### config.mk
export PLATFORM = sky130hd
export DESIGN_NAME = pwm_sample_player
export DESIGN_NICKNAME = d
export VERILOG_FILES = /design/src/rtl/pwm_sample_player.sv
export SDC_FILE = /design/constraint.sdc
export NUM_CORES = 1
export LEC_CHECK = 0
export CAP_MARGIN = 20
export CORE_MARGIN = 3
export CORE_UTILIZATION = 55
export DETAILED_ROUTE_END_ITERATION = 6
export GPL_ROUTABILITY_DRIVEN = 0
export PLACE_DENSITY = 0.78
export SLEW_MARGIN = 40
export SYNTH_ARGS = -nofsm -noshare
export SYNTH_HDL_FRONTEND = slang
export SYNTH_SLANG_ARGS = --single-unit
### constraint.sdc
create_clock -name clk -period 1.9 [get_ports clk]
set_clock_uncertainty 0.2 [all_clocks]
set_input_delay 0.285 -clock clk [delete_from_list [all_inputs] [get_ports clk]]
set_output_delay 0.285 -clock clk [all_outputs]
set_load 0.02 [all_outputs]
### src/rtl/pwm_sample_player.sv
// pwm_sample_player: captures strobed samples, double-buffers them and plays
// each one as the duty cycle of a free-running PWM frame of 2**WIDTH ticks.
// A new duty is applied only on a frame boundary, so frames are never glitched.
module pwm_sample_player #(
  parameter int WIDTH    = 8,
  parameter int PRESCALE = 1
) (
  input  logic             clk,
  input  logic             n_rst,
  input  logic             en,
  input  logic             ready,
  input  logic [WIDTH-1:0] comb_waveform,
  output logic             pwm,
  output logic             period_start,
  output logic             sample_taken,
  output logic             overrun
);

  localparam int PW = (PRESCALE > 1) ? $clog2(PRESCALE) : 1;

  typedef enum logic {
    IDLE,
    RUN
  } state_t;

  state_t           state;
  logic [WIDTH-1:0] cnt;
  logic [PW-1:0]    pre;
  logic [WIDTH-1:0] active;
  logic [WIDTH-1:0] pending;
  logic             pend_v;

  logic tick;
  logic wrap;

  // Tick marks the last prescaler cycle; wrap marks the last clk of a frame.
  always_comb begin
    tick = (pre == PW'(PRESCALE - 1));
    wrap = (state == RUN) && tick && (cnt == '1);
  end

  // Frame counter, prescaler, sample buffering and sticky overrun flag.
  always_ff @(posedge clk) begin
    if (!n_rst) begin
      state        <= IDLE;
      cnt          <= '0;
      pre          <= '0;
      active       <= '0;
      pending      <= '0;
      pend_v       <= 1'b0;
      sample_taken <= 1'b0;
      overrun      <= 1'b0;
    end else begin
      sample_taken <= ready && en;
      case (state)
        IDLE: begin
          cnt <= '0;
          pre <= '0;
          if (ready && en) begin
            active <= comb_waveform;
            pend_v <= 1'b0;
            state  <= RUN;
          end
        end
        RUN: begin
          if (!en) begin
            state  <= IDLE;
            cnt    <= '0;
            pre    <= '0;
            pend_v <= 1'b0;
            active <= '0;
          end else begin
            pre <= tick ? '0 : pre + 1'b1;
            if (tick) cnt <= cnt + 1'b1;
            // On the wrap cycle a fresh strobe bypasses the pending slot;
            // otherwise the pending sample (if any) becomes the next duty.
            if (wrap) begin
              if (ready)       active <= comb_waveform;
              else if (pend_v) active <= pending;
              pend_v <= 1'b0;
            end else if (ready) begin
              pending <= comb_waveform;
              pend_v  <= 1'b1;
              if (pend_v) overrun <= 1'b1;
            end
          end
        end
        default: state <= IDLE;
      endcase
    end
  end

  // Outputs decoded directly from registered state.
  always_comb begin
    pwm          = (state == RUN) && (cnt < active);
    period_start = (state == RUN) && (cnt == '0) && (pre == '0);
  end

endmodule

---- After elaboration in Yosys (flattened, before gate mapping) ----
Index checks and enable logic that the tools add are counted.
storage, ports and cells
  register bits after elaboration ......... 29
  input bits .............................. 12
  output and inout port bits .............. 4
  word-level logic and storage cells ...... 51
operators by class
  add/subtract/negate cells ............... 2
  magnitude comparators ................... 1
  eq/ne operators ......................... 6
  muxes and demuxes ....................... 20
  bitwise gates (word level) .............. 3
  reduce and logical (&&, ||, !) cells .... 11
operator list
  cell                   number
  $mux W8                7
  $pmux W8 S2            2
  $add A8 B1 Y8 const B  1
  $eq A8 B8 Y1 const B   1
  $logic_not A8 Y1       1
  $lt A8 B8 Y1           1
  $mux W1                8
  $ne A4 B3 Y1 const B   2
  $logic_and A1 B1 Y1    6
  $pmux W1 S2            3
  $reduce_and A5 Y1      1
  $reduce_and A4 Y1      1
  $ne A3 B2 Y1 const B   1
  $ne A3 B3 Y1 const B   1
  $not A1 Y1             3
  $reduce_and A3 Y1      1
  $ne A2 B2 Y1 const B   1
  $reduce_and A2 Y1      1
  $add A1 B1 Y1 const B  1

---- Depth between registers and ports, before layout ----
  depth after elaboration ................. 6
  mapped depth ............................ 6
  gate-level depth less buffers ........... 5

---- Worst setup path before layout ----
No wires, ideal clock.
  path type ............................... register -> output
  from .................................... register cnt[3]
  to ...................................... output period_start
  arrival time ............................ 1.706 ns
  data required time ...................... 1.415 ns
  setup slack ............................. -0.291 ns
  cell stages (with the launch flop) ...... 3
  buffers on the path ..................... 0
  cell sequence ........................... dfxtp_1 > or4_2 > nor4_1
between the ends
  longest elaborated chain between the ends .. 3
ends and longest elaborated chain
  what                              RTL line  source
  from (decl)                       27        logic [WIDTH-1:0] cnt;
  from (signal assigned)            74        if (tick) cnt <= cnt + 1'b1;
  $logic_not A8 Y1                  96        period_start = (state == RUN) && (cnt == '0) && (pre == '0);
  $logic_and A1 B1 Y1 (2 in a row)  96
  to (decl)                         14        output logic period_start,
Every way passes these cells.

---- Worst setup path in the final report ----
  from .................................... register active[3]
  to ...................................... output pwm
between the ends
  longest elaborated chain between the ends .. 2
ends and longest elaborated chain
  what                    RTL line  source
  from (decl)             29        logic [WIDTH-1:0] active;
  from (signal assigned)  60        active <= comb_waveform;
  from (signal assigned)  78        if (ready) active <= comb_waveform;
  from (signal assigned)  79        else if (pend_v) active <= pending;
  $lt A8 B8 Y1            95        pwm = (state == RUN) && (cnt < active);
  $logic_and A1 B1 Y1     95
  to (decl)               13        output logic pwm,
Every way passes these cells.

==> results.cfg <==
[run_status]
status = finished with violations
violations = negative setup slack

[timing]
slew_viol_final = 0
worst_slack_ns = -0.4010
finalSetupViolCount = 2
max_freq_mhz = 434.6
worst_slew_pin_slew_ns = 0.4414
period_share = 1.211
hold_violations = 0
post-route-min-period_ns = 2.301
rsz0062_at_grt = true
slew_headroom = 0.7026

[routing]
drtIter0Drc = 47
vias = 1300
viasPerCell = 5.830
drt_wl_total_mm = 3.689
drc = 0
wl_per_cell_um = 16.54
ant_nets = 0
first_pass_iters = 4

[power]
p_leak_nw = 0.8601
power.density_nw_per_um2 = 648.1
p_switching_w = 0.0003142
power_frac_seq = 0.492
vdd_ir_drop_max_mv = 0.7377
combPwrFrac = 0.194
sw_frac_of_total = 0.2482
p_int_w = 0.0009516
p_clk_frac = 0.314

[setup_path]
worst-path-buf-inv = 2
cp_top_family = compound AO/OA/AOI/OAI gates
critPathKind = register to primary output
cp_slowest_cell = dfxtp_1
crit_fanout = 2
arrival_ns = 1.82
path_cells = inv_1 > ha_1 > nand2_1 > o21ai_0 > a31oi_4 > buf_6
startpoint_type = register
slowest_delay_ns = 0.38
worstPathRequired_ns = 1.41
timing.critical_path.from = active[3]$_SDFFE_PN0P_
cp-end-kind = primary output
r2r-start = cnt[0]$_SDFF_PN0_
reg2reg_depth = 6
path_depth = 6

[layout]
layout-drive-gt1-share = 0.3385
n_antenna_cell = 0
final_common_cell = buf_4
area_delta_synth_final_pct = 37.17
final_cells = 223
final_cell_mix = 33 x buf_4, 22 x dfxtp_1, 17 x nor2_1
fillers = 134
nets = 217

[placement]
preCtsSetupSlack_ns = -0.5435
port_buffers = 15
dp_hpwl_mm = 2.368
dp_cells = 211

[clock_network]
cts_tree = yes
clkTransAtPathRegs_ns = 0.16
clk_latency_ns = 0.34
cts_made_buffers = 3
clock-sinks = 28
cts_buffer_depth = 2
hold_buffers = 0
cts-htree-levels = 1
clockRootBuffer = clkbuf_4

[global_route]
antenna_found_initial = 0
first_global_vias = 1292
grt_usage = 0.2312
grt_max_degree = 18
grt_pass1_wl_mm = 5.816
globalRouteOverflowTotal = 0

[synth]
synth-seq-area-share = 0.3937
ys_ff_latch = 28
yosysWarnings = 0
syn_area_per_cell_um2 = 9.621
async_reset_ff_frac = 0
netlist_instances = 148
syn_area_um2 = 1424
synth-edff-count = 0
synth-main-ff-cell = dfxtp_1
syn_nets = 169
synth_cell_types = 39

[floorplan]
core_um2 = 2340
rows = 17
io_pins = 16
die_h_um = 56.88
die_area_um2 = 3235
start_util = 0.6086
die_x_um = 56.88

[hold_path]
hp-class = register to register
hp-start = overrun$_SDFFE_PN0P_
whs_path_depth = 1

[flow_run]
cap_violations = 0
cell type report:
cell class	instances	area [µm²]	area share
tap	28	35.03	0.01794
sequential	28	570.5	0.2921
clock inverter	1	30.03	0.01537
timing repair buffer	49	411.6	0.2108
multi-input combinational	101	834.6	0.4273
clock buffer	3	22.52	0.01153
inverter	13	48.80	0.02498
flip-flops by register name, summed over array words and instances, names as in the netlist:
name and cells:
active 8, pend_v 1, pending 8, cnt 8, overrun 1, sample_taken 1
state 1
what timing repair did:
item,in CTS,in global routing
endpoints found under the setup margin,2,15
gates resized for setup,26,7
hold endpoints to repair,0,0
pin swaps,5,1
setup buffers,3,3
gates cloned,0,2
per-layer routing:
layer	track usage	vias up	part of all wire
met4	0.1093	0	0.034
met3	0.03908	12	0.037
met2	0.3980	43	0.51
li1	-	634	-
met1	0.2749	611	0.42
met5	0	-	0
metrics by stage:
stage | area, µm² | hold WS, ns | power (W) | setup TNS [ns] | utilization
detailed placement | 1755 | 0.2517 | 0.0008410 | -1.690 | 0.7503
CTS | 1884 | 0.2850 | 0.001244 | -0.4901 | 0.8053
global route | 1953 | 0.3088 | 0.001317 | -1.198 | 0.8348
finish | 1953 | 0.2808 | 0.001266 | -0.5766 | 0.8348
global placement | 1755 | 0.2464 | 0.0008298 | -1.026 | 0.7503
floorplan | 1446 | 0.2025 | 0.0007528 | -0.09636 | -
power by group through the flow:
stage | Clock [W] | Sequential [W] | Combinational (W)
CTS | 0.000395 | 0.000622 | 0.000228
detailed placement | 0 | 0.000633 | 0.000208
floorplan | 0 | 0.000631 | 0.000121
global route | 0.000428 | 0.000625 | 0.000264
global placement | 0 | 0.000632 | 0.000198
finish | 0.000398 | 0.000622 | 0.000246
worst paths after layout:
| path | to | slack, ns |
|---|---|---|
| worst max-delay path | pwm | -0.40 |
| worst min-delay path | overrun$_SDFFE_PN0P_ | 0.28 |
| worst max register to register | active[2]$_SDFFE_PN0P_ | 0.01 |
| worst min register to register | overrun$_SDFFE_PN0P_ | 0.28 |
cells in the mapped netlist, types with 2 or more instances:
library cell / number / area, µm²
dfxtp_1: 28 / 560.5
nor2_1: 17 / 63.81
a21oi_1: 12 / 60.06
inv_1: 12 / 45.04
ha_1: 9 / 112.6
a22oi_1: 8 / 60.06
mux2i_1: 8 / 80.08
a311oi_1: 7 / 61.31
nand2_1: 6 / 22.52
nand3_1: 6 / 30.03
o21ai_0: 3 / 15.01
xor2_1: 3 / 26.28
clkbuf_8: 2 / 27.53
nand2b_1: 2 / 12.51
cell families (layout without fill, tap and decap cells):
family                   count (synthesis)  count (layout)  synth area share
flip-flops                              28              28            0.3937
AO/OA/AOI/OAI                           40              41            0.2153
adder cells (fa/ha/maj)                  9               9           0.07909
multiplexers                             8               8           0.05624
buffers and inverters                   20              66           0.08962
XOR/XNOR                                 4               4           0.02461
AND/OR/NAND/NOR                         39              39            0.1415
(Power assumes the default switching activity.)
